===== src/rtl/user_move_entry.sv =====
// user_move_entry: turns an ASCII byte stream into a validated square number
// for an N x N board. Only legal moves reach the engine (o_move plus a
// one-cycle strobe). Malformed, out-of-range, occupied or stale entries are
// reported through an error strobe and code instead.
module user_move_entry #(
  parameter  int BOARD_N        = 3,
  parameter  int TIMEOUT_CYCLES = 100_000_000,
  localparam int SQ             = BOARD_N * BOARD_N,
  localparam int MW             = $clog2(SQ + 1)
) (
  input  logic              i_clk,
  input  logic              i_reset,
  input  logic [2*SQ-1:0]   i_board,
  input  logic              i_needinput,
  input  logic [7:0]        i_rx_data,
  input  logic              i_rx_stb,
  output logic [MW-1:0]     o_move,
  output logic              o_validmove_stb,
  output logic              o_error_stb,
  output logic [1:0]        o_error_code,
  output logic              o_busy
);

  // SQ tops out at 81, so an entry never needs more than two digits
  localparam int MAXD = (SQ >= 10) ? 2 : 1;
  // accumulator holds any MAXD-digit number, so it can never wrap
  localparam int AW   = $clog2(10 ** MAXD);
  localparam int CW   = $clog2(MAXD + 1);
  localparam int TW   = (TIMEOUT_CYCLES > 1) ? $clog2(TIMEOUT_CYCLES) : 1;

  localparam logic [1:0] S_IDLE    = 2'd0;
  localparam logic [1:0] S_COLLECT = 2'd1;
  localparam logic [1:0] S_CHECK   = 2'd2;
  localparam logic [1:0] S_DONE    = 2'd3;

  localparam logic [1:0] E_BADCHAR  = 2'd0;
  localparam logic [1:0] E_RANGE    = 2'd1;
  localparam logic [1:0] E_OCCUPIED = 2'd2;
  localparam logic [1:0] E_TIMEOUT  = 2'd3;

  typedef struct packed {
    logic          ovf;
    logic [CW-1:0] cnt;
    logic [AW-1:0] acc;
  } entry_t;

  logic [1:0]    state;
  logic          armed;
  entry_t        ent;
  logic [TW-1:0] tcnt;

  logic is_dig, is_clr, is_spc, is_eol;
  logic [SQ:0] sq_occ;
  logic        occ;
  logic        range_bad;
  logic        to_hit;

  assign is_dig = (i_rx_data >= 8'h30) && (i_rx_data <= 8'h39);
  assign is_clr = (i_rx_data == 8'h08) || (i_rx_data == 8'h7F);
  assign is_spc = (i_rx_data == 8'h20);
  assign is_eol = (i_rx_data == 8'h0D) || (i_rx_data == 8'h0A);

  // per-square occupancy; square 1 sits in the top two bits of i_board
  assign sq_occ[0] = 1'b0;
  for (genvar k = 1; k <= SQ; k++) begin : g_sq
    assign sq_occ[k] = |i_board[2*(SQ-k) +: 2];
  end

  // occupancy of the square named by the accumulator (0 when out of range)
  always_comb begin
    occ = 1'b0;
    for (int k = 1; k <= SQ; k++)
      if (ent.acc == AW'(k)) occ = sq_occ[k];
  end

  assign range_bad = ent.ovf || (ent.acc == '0) || (ent.acc > AW'(SQ));
  assign to_hit    = (TIMEOUT_CYCLES != 0) && (tcnt == TW'(TIMEOUT_CYCLES - 1));
  assign o_busy    = (state == S_COLLECT) && (ent.cnt != '0);

  // entry FSM: collect digits, validate against range and board, commit once
  always_ff @(posedge i_clk) begin
    if (i_reset) begin
      state           <= S_IDLE;
      armed           <= 1'b1;
      ent             <= '0;
      tcnt            <= '0;
      o_move          <= '0;
      o_validmove_stb <= 1'b0;
      o_error_stb     <= 1'b0;
      o_error_code    <= E_BADCHAR;
    end else begin
      o_validmove_stb <= 1'b0;
      o_error_stb     <= 1'b0;
      // re-arm only after the engine has stopped asking for a cycle
      if (!i_needinput) armed <= 1'b1;

      case (state)
        S_IDLE: begin
          ent  <= '0;
          tcnt <= '0;
          if (i_needinput && armed) state <= S_COLLECT;
        end

        S_COLLECT: begin
          if (!i_needinput) begin
            // engine withdrew the request: abandon silently
            state <= S_IDLE;
            ent   <= '0;
            tcnt  <= '0;
          end else if (i_rx_stb) begin
            tcnt <= '0;
            if (is_dig) begin
              if (ent.cnt == CW'(MAXD)) begin
                ent.ovf <= 1'b1;
              end else begin
                ent.acc <= AW'(32'(ent.acc) * 32'd10 + 32'(i_rx_data[3:0]));
                ent.cnt <= ent.cnt + 1'b1;
              end
            end else if (is_clr) begin
              ent <= '0;
            end else if (is_spc) begin
              ent <= ent;
            end else if (is_eol) begin
              // blank lines and the LF of CRLF fall through harmlessly
              if (ent.cnt != '0) state <= S_CHECK;
            end else begin
              ent          <= '0;
              o_error_stb  <= 1'b1;
              o_error_code <= E_BADCHAR;
            end
          end else if (to_hit) begin
            ent          <= '0;
            tcnt         <= '0;
            o_error_stb  <= 1'b1;
            o_error_code <= E_TIMEOUT;
          end else begin
            tcnt <= tcnt + 1'b1;
          end
        end

        S_CHECK: begin
          tcnt <= '0;
          if (range_bad) begin
            ent          <= '0;
            state        <= S_COLLECT;
            o_error_stb  <= 1'b1;
            o_error_code <= E_RANGE;
          end else if (occ) begin
            ent          <= '0;
            state        <= S_COLLECT;
            o_error_stb  <= 1'b1;
            o_error_code <= E_OCCUPIED;
          end else begin
            o_move          <= ent.acc[MW-1:0];
            o_validmove_stb <= 1'b1;
            state           <= S_DONE;
            if (i_needinput) armed <= 1'b0;
          end
        end

        default: begin  // S_DONE
          ent   <= '0;
          tcnt  <= '0;
          state <= S_IDLE;
        end
      endcase
    end
  end

endmodule


===== config.mk =====
export PLATFORM = sky130hd
export DESIGN_NAME = user_move_entry
export DESIGN_NICKNAME = d
export VERILOG_FILES = /design/src/rtl/user_move_entry.sv
export SDC_FILE = /design/constraint.sdc
export NUM_CORES = 1
export LEC_CHECK = 0
export CAP_MARGIN = 0
export CORE_MARGIN = 3
export CORE_UTILIZATION = 37
export DETAILED_ROUTE_END_ITERATION = 16
export HOLD_SLACK_MARGIN = 0.1
export SETUP_SLACK_MARGIN = 0.5
export SYNTH_ARGS = -nofsm -noshare
export SYNTH_HDL_FRONTEND = slang
export SYNTH_SLANG_ARGS = --single-unit

===== constraint.sdc =====
create_clock -name i_clk -period 2.3 [get_ports i_clk]
set_input_delay 0.46 -clock i_clk [delete_from_list [all_inputs] [get_ports i_clk]]
set_output_delay 0.46 -clock i_clk [all_outputs]
set_load 0.01 [all_outputs]

== After elaboration in Yosys (flattened, before gate mapping) ==
Cells that the tools add are included.

* Output and inout port bits: 9
* Input bits: 30
* Flip-flop bits (word level): 44
* Logic and storage cells: 143

* Reduce and logical (&&, ||, !) cells: 27
* Mux-type cells: 58
* $add $sub $neg: 3
* $lt $le $gt $ge: 3
* Bitwise logic cells: 5
* Multiply operators: 1
* Equal/unequal tests: 36

{| class="wikitable"
|+ Operators with widths
! kind !! count
|-
| $mux 6 || 9
|-
| $mux 2 || 19
|-
| $ne 3x3->1 const B || 12
|-
| $add 27x1->27 const B || 1
|-
| $eq 27x27->1 const B || 1
|-
| $mux 1 || 25
|-
| $eq 8x4->1 const B || 3
|-
| $reduce_or 2->1 || 9
|-
| $eq 4x3->1 const B || 4
|-
| $ne 6x6->1 const B || 2
|-
| $pmux 6 s2 || 1
|-
| $ne 5x5->1 const B || 2
|-
| $reduce_and 5->1 || 2
|-
| $eq 4x2->1 const B || 2
|-
| $eq 4x4->1 const B || 2
|-
| $eq 8x6->1 const B || 1
|-
| $eq 8x7->1 const B || 1
|-
| $ge 8x6->1 const B || 1
|-
| $le 8x6->1 const B || 1
|-
| $reduce_and 8->1 || 1
|-
| $reduce_and 7->1 || 1
|-
| $pmux 2 s3 || 1
|-
| $mux 5 || 1
|-
| $not 1->1 || 5
|-
| 20 further kinds || 26
|}

== Longest topological paths before layout ==
Gate-level depths: netlist of the first run.

* Depth after elaboration: 13
* Mapped depth: 9
* Depth with buffers taken out: 8

== Worst setup path before layout of the first run ==
No wires, ideal clock.

* Kind: register to register
* From: reg tcnt[17]
* To: reg ent[0] (netlist bit)
* Path buffers: 0
* Cell stages (with the launch flop): 7
* Required time: 2183 ps
* Arrival time: 1867 ps
* Setup slack: 316 ps
* Period minus slack after synthesis: 1984 ps
* Setup time: 117 ps
* Path through: dfxtp_1 -> or4b_4 -> nor4_4 -> a31oi_2 -> a211oi_4 -> a31oi_2 -> a22o_1

* Longest elaborated chain between the ends: 3

{| class="wikitable"
|+ RTL lines
! item !! RTL line !! RTL
|-
| from (decl) || 50 || <nowiki>logic [TW-1:0] tcnt;</nowiki>
|-
| from (signal assigned) || 137 || <nowiki>tcnt <= tcnt + 1'b1;</nowiki>
|-
| $eq 27x27->1 || 77 || <nowiki>assign to_hit = (TIMEOUT_CYCLES != 0) && (tcnt == TW'(TIMEOUT_CYCLES - 1));</nowiki>
|-
| $ne 4x4->1 (no line) || n/a ||
|-
| $reduce_and 5->1 (no line) || n/a ||
|-
| to (signal assigned) || 122 || <nowiki>ent <= ent;</nowiki>
|-
| to (decl) || 49 || <nowiki>entry_t ent;</nowiki>
|}

No other way between the ends.
A chain may end at the register's enable or synchronous reset.

== Worst setup path after layout of the first run ==
* From: reg tcnt[10]
* To: reg ent[3] (netlist bit)

The elaborated chain is that of the path after synthesis.

==> results.ini, run 1 <==
[yosys]
seq_area_frac_synth_pct=36.78
yosysWarningCount=0
syn_nets=309
ys_types=63
synth_edf_count=0
synth-async-reset-ratio_pct=0
ys_seq_elements=44
synthCells=272
netlist_area_sq_um=2395
avgSynthCellArea_sq_um=8.804
ys.flop_type=dfxtp_1

[critical_path]
rr_worst_depth=6
cpPeakStageDelay_ns=0.54
cp_slowest_cell=or4b_4
worstPathMaxFanout=4
cp.arrival_ns=2.24
crit_required_ns=2.50
critical_path_class=flip-flop to flip-flop
end_kind=flip-flop
crit_path_start_kind=flip-flop
path_cells=or4b_4 > nor4_4 > a31oi_2 > a211oi_4 > a31oi_4 > a22o_1

[floorplan]
die_x_microns=86.45
ioPinCount=39
die-area_sq_um=7474
rows=28
chipHeight_microns=86.45
coreArea_sq_um=6096
start_util_pct=39.29

[drt]
vias=2157
drt_wl_total_mm=5.663
first_iter_violations=58
postRouteAntennaNets=0
firstDrtPassIters=4
detail_route.vias_per_cell=5.173
wire_per_inst_microns=13.58
drc=0

[cts]
cts.sinks=44
cts_root_buffer=clkbuf_8
htreeDepth=2
cts_tree=built
clock_path_buffers=2
postCtsHoldBufs=0
clk_latency_ns=0.30
cts_buffers=5
path_clk_slew_ns=0.08

[final_layout]
drive_gt1_share_pct=28.95
fin_cells=417
syn_to_final_growth_pct=40.60
n_antenna_cell=0
final_area_sq_um=3367
nets=378

[sta]
max-slew-margin-rel_pct=73.84
worstMarginPinSlew_ns=0.3924
fmax_ghz=0.4895
finalCriticalPeriod_ns=2.043
hold_violations=0
timing.final.crit_share_pct=88.82
skew_ns=0.01052
setup_violations=0
layout_setup_ws_ns=0.2572
slew_violations=0
rsz0062_at_grt=yes

[grt]
grt_use_total_pct=15.66
grt_max_degree=28
antenna_found_initial=0
grt_pass1_vias=2142
grt-ovfl-total=0
grt_pass1_wl_mm=9.535

[worst_hold_path]
hp-class=flip-flop to flip-flop
min_path_cells=1

[power_and_ir_drop]
ir_drop_mv=0.4533
p_leak_nw=1.294
power_mw=1.962
powerDensity_nw_per_um2=582.6

[placed_design]
io_buffers=38
place_area_sq_um=3000
place_inst=394
place.gp.congestion=0.7675
dp_slack_ns=-0.1833
dp_hpwl_mm=4.065

[outcome]
status=finished, final reports clean

[flow_run]
maxCapViolCount=0

==> layer usage <==
layer / GRT usage, % / routed length [microns] / part of all wire [%]
met5: 0 / 0 / 0
met4: 4.816 / 70 / 1.2
met3: 3.802 / 292 / 5.2
met2: 27.89 / 2809 / 50
met1: 18.46 / 2491 / 44
==> Yosys cell counts (2+ instances only) <==
library cell	number	share of area [%]
nand4b_1	2	0.73
o211ai_1	2	0.63
o21ai_1	10	2.1
nand2b_1	4	1.0
nand3b_1	3	0.94
o21ai_0	3	0.63
nand2_1	13	2.0
a31oi_2	2	1.0
nor3_1	7	1.5
or3_1	2	0.52
xnor2_1	10	3.7
or2_1	2	0.52
nor4b_1	2	0.73
nor4_1	2	0.52
ha_1	6	3.1
xor2_1	17	6.2
mux2_1	2	0.94
clkbuf_1	3	0.47
and3_1	9	2.4
a22o_1	4	1.5
nor2_1	37	5.8
a21oi_1	14	2.9
a311oi_1	2	0.73
nand4_1	4	1.0
nand3_1	17	3.6
and3_2	2	0.63
dfxtp_1	44	37
buf_2	5	1.0
inv_1	8	1.3
==> power breakdown <==
part | switching (mW) | internal [mW]
registers | 0.0282 | 0.794
clock network | 0.275 | 0.355
logic | 0.228 | 0.282
==> placed cells by master (no fill, tap or decap), drive strengths merged, types with 6 or more instances in the layout <==
master,synthesis,routed
a21oi,14,14
and3,11,11
buf,6,35
clkbuf,4,11
clkdlybuf4s50,1,24
dfxtp,44,44
ha,6,6
inv,9,9
nand2,13,13
nand3,17,17
nor2,38,38
nor3,7,7
o21ai,13,13
xnor2,10,10
xor2,17,17
==> worst max-delay path, delay by kind of cell (launching register included) <==
kind               cells  cell delay (ns)
AOI/OAI and AO/OA      4             0.83
DFF                    1             0.32
and+or+nand+nor        2             0.79
==> logic make-up after synthesis <==
| group | synth area share, % |
|---|---|
| XOR/XNOR | 9.874 |
| AO/OA/AOI/OAI | 16.25 |
| multiplexers | 1.358 |
| buffers and inverters | 4.179 |
| AND/OR/NAND/NOR | 27.59 |
| adder cells (fa/ha/maj) | 3.971 |
| flip-flops | 36.78 |
==> flip-flops by register name (all words and copies together) (netlist names) <==
register and flops:
o_validmove_stb 1, o_error_code 2, tcnt 27, o_move 4, state 2, ent 6, armed 1, o_error_stb 1
==> what timing repair did <==
action	4_1_cts	5_1_grt
pin swaps	5	21
endpoints found under the setup margin	43	45
gates cloned	0	0
gates resized for setup	24	39
buffers inserted	8	7
==> path summary, 6_finish.rpt <==
check	endpoint	slack, ns	start
setup / recovery	ent[3]$_SDFFE_PP0P_	0.26	tcnt[10]$_SDFF_PP0_
hold / removal	tcnt[0]$_SDFF_PP0_	0.44	tcnt[0]$_SDFF_PP0_
setup reg to reg	ent[3]$_SDFFE_PP0P_	0.26	tcnt[10]$_SDFF_PP0_
hold reg to reg	tcnt[0]$_SDFF_PP0_	0.44	tcnt[0]$_SDFF_PP0_
==> per-stage QoR <==
step                      hold slack, ns  TNS [ns]  util (%)
after CTS                         0.4472         0     53.00
after global placement            0.4251   -0.8055     49.22
after floorplan                   0.4126         0         -
final                             0.4419         0     55.23
after global routing              0.4717         0     55.23
after detailed placement          0.4324   -0.8978     49.22
==> layout make-up <==
class	instances	area, sq um
fill	584	2729
multi-input combinational	208	1564
sequential	44	892.1
timing repair buffer	73	661.9
tap	75	93.84
clock buffer	6	82.58
clock inverter	2	38.79
inverter	9	33.78
(Power assumes the default switching activity.)
==> inputs of run 2 (changes only) <==
--- a/config.mk
+++ b/config.mk
@@ -6,6 +6,7 @@
 export NUM_CORES = 1
 export LEC_CHECK = 0
 export CAP_MARGIN = 0
+export CORE_ASPECT_RATIO = 0.9
 export CORE_MARGIN = 3
 export CORE_UTILIZATION = 37
 export DETAILED_ROUTE_END_ITERATION = 16
==> results.ini, run 2 (synthesis results as in run 1) <==
[critical_path]
crit_buf_inv=1
cp.arrival_ns=2.31
crit_required_ns=2.51
path_cells=or4_4 > nor4_4 > a31oi_4 > a211oi_4 > buf_4 > a31oi_1 > a311oi_1
cp_slowest_cell=or4_4
cp_top_family=simple AND/OR/NAND/NOR gates
cpPeakStageDelay_ns=0.54
reg2reg_from=tcnt[12]$_SDFF_PP0_
end_kind=flip-flop
rr_worst_depth=7
startpoint=tcnt[12]$_SDFF_PP0_
reg2reg_to=ent[5]$_SDFFE_PP0P_
r2r_setup_slack_ns=0.19
crit_path_start_kind=flip-flop
critical_path_class=flip-flop to flip-flop
worstPathMaxFanout=3

[sta]
rsz0062_at_grt=yes
layout_setup_ws_ns=0.1948
skew_ns=0.005323
hold_violations=0
timing.final.crit_share_pct=91.53
max-slew-margin-rel_pct=60.23
slew_violations=0
worstMarginPinSlew_ns=0.5946
setup_violations=0
fmax_ghz=0.4750
fin_setup_tns_ns=0
finalCriticalPeriod_ns=2.105

[grt]
grt-ovfl-total=0
grt_max_degree=28
antenna_found_initial=0
grt_pass1_vias=2047
grt_pass1_wl_mm=9.708
grt_use_total_pct=15.74

[floorplan]
die-area_sq_um=7476
die_x_microns=90.81
ioPinCount=39
coreArea_sq_um=6182
start_util_pct=38.74
rows=27
chipHeight_microns=82.33

[placed_design]
place_area_sq_um=3018
dp_hpwl_mm=4.013
dp_slack_ns=-0.1223
place.gp.congestion=0.8011
io_buffers=38

[drt]
firstDrtPassIters=4
postRouteAntennaNets=0
vias=2123
first_iter_violations=91
detail_route.vias_per_cell=4.960
drc=0
drt_wl_total_mm=5.658
wire_per_inst_microns=13.22

[outcome]
status=finished, final reports clean

[cts]
cts.sinks=44
clock_path_buffers=2
clk_latency_ns=0.29
cts_tree=built
cts_root_buffer=clkbuf_8
cts_buffers=5
path_clk_slew_ns=0.08
htreeDepth=2
postCtsHoldBufs=0

[final_layout]
nets=377
largest_registers=tcnt: 27 flops, ent: 6 flops, o_move: 4 flops
syn_to_final_growth_pct=43.00
fin_util_pct=55.39
layout_common_cells=nor2_1, dfxtp_1, buf_4
largest_reg_flops=27
top_register=tcnt
n_antenna_cell=0
final_area_sq_um=3425
drive_gt1_share_pct=26.10
layout_commonest_cell=nor2_1

[flow_run]
maxCapViolCount=0

[power_and_ir_drop]
switchingPower_mw=0.4913
ir_drop_mv=0.5919
seqPwrFrac_pct=39.6
powerDensity_nw_per_um2=607.1
switching_share_pct=23.63
p_int_mw=1.588
power_mw=2.079
p_comb_share_pct=21.9
pwr-share-clk_pct=38.6
p_leak_nw=1.317

[worst_hold_path]
min_path_cells=1
hold_end=tcnt[0]$_SDFF_PP0_
min_from=tcnt[0]$_SDFF_PP0_
hp-class=flip-flop to flip-flop

## run 2: power by group through the flow
| stage | combinational [mW] | clock (mW) | sequential [mW] |
|---|---|---|---|
| after floorplan | 0.208 | 0 | 0.832 |
| after global placement | 0.380 | 0 | 0.831 |
| after detailed placement | 0.381 | 0 | 0.831 |
| after CTS | 0.423 | 0.828 | 0.819 |
| after global routing | 0.498 | 0.864 | 0.826 |
| final | 0.455 | 0.802 | 0.823 |
## run 2: worst max-delay path by stage
stage	cells after the start	slack, ns	to
detailed placement	7	-0.12	ent[0]$_SDFFE_PP0P_
finish	7	0.19	ent[5]$_SDFFE_PP0P_
global route	7	0.14	ent[5]$_SDFFE_PP0P_
CTS	7	0.19	ent[5]$_SDFFE_PP0P_
floorplan	6	0.32	ent[0]$_SDFFE_PP0P_
global placement	7	-0.08	o_error_code[0]$_SDFFE_PP0P_
## run 2: stage by stage
stage / hold slack, ns / instances
4_1_cts: 0.4537 / 422
2_1_floorplan: 0.4126 / 272
3_5_place_dp: 0.4344 / 408
5_1_grt: 0.4878 / 428
3_3_place_gp: 0.4297 / 408
6_report: 0.4421 / 428
## run 2: cell type report
class / instances / area [sq um]
clock buffer: 5 / 68.82
clock inverter: 3 / 90.09
fill: 574 / 2758
inverter: 9 / 33.78
multi-input combinational: 208 / 1543
sequential: 44 / 893.4
tap: 87 / 108.9
timing repair buffer: 72 / 686.9
## run 2: repair_timing
item                       CTS  global route
resized for setup           47            11
gates cloned                 0             3
setup endpoints to repair   45            44
buffers inserted             6             3
pin swaps                   25             2
## run 2: per-layer routing
metal  global-route usage (%)  share of wire (%)  routed length [microns]  vias to the layer above
li1                         -                  -                        -                     1107
met1                    21.97                 54                     3030                      973
met2                    24.06                 40                     2276                       38
met3                    4.348                5.5                      309                        5
met4                    4.217               0.74                       42                        0
met5                        0                  0                        0                        -
==> inputs of run 3 (changes only) <==
--- a/config.mk
+++ b/config.mk
@@ -5,7 +5,6 @@
 export SDC_FILE = /design/constraint.sdc
 export NUM_CORES = 1
 export LEC_CHECK = 0
-export CAP_MARGIN = 0
 export CORE_ASPECT_RATIO = 0.9
 export CORE_MARGIN = 3
 export CORE_UTILIZATION = 37
==> results of run 3 <==
Final layout, timing and power as in run 2 (identical DEF).
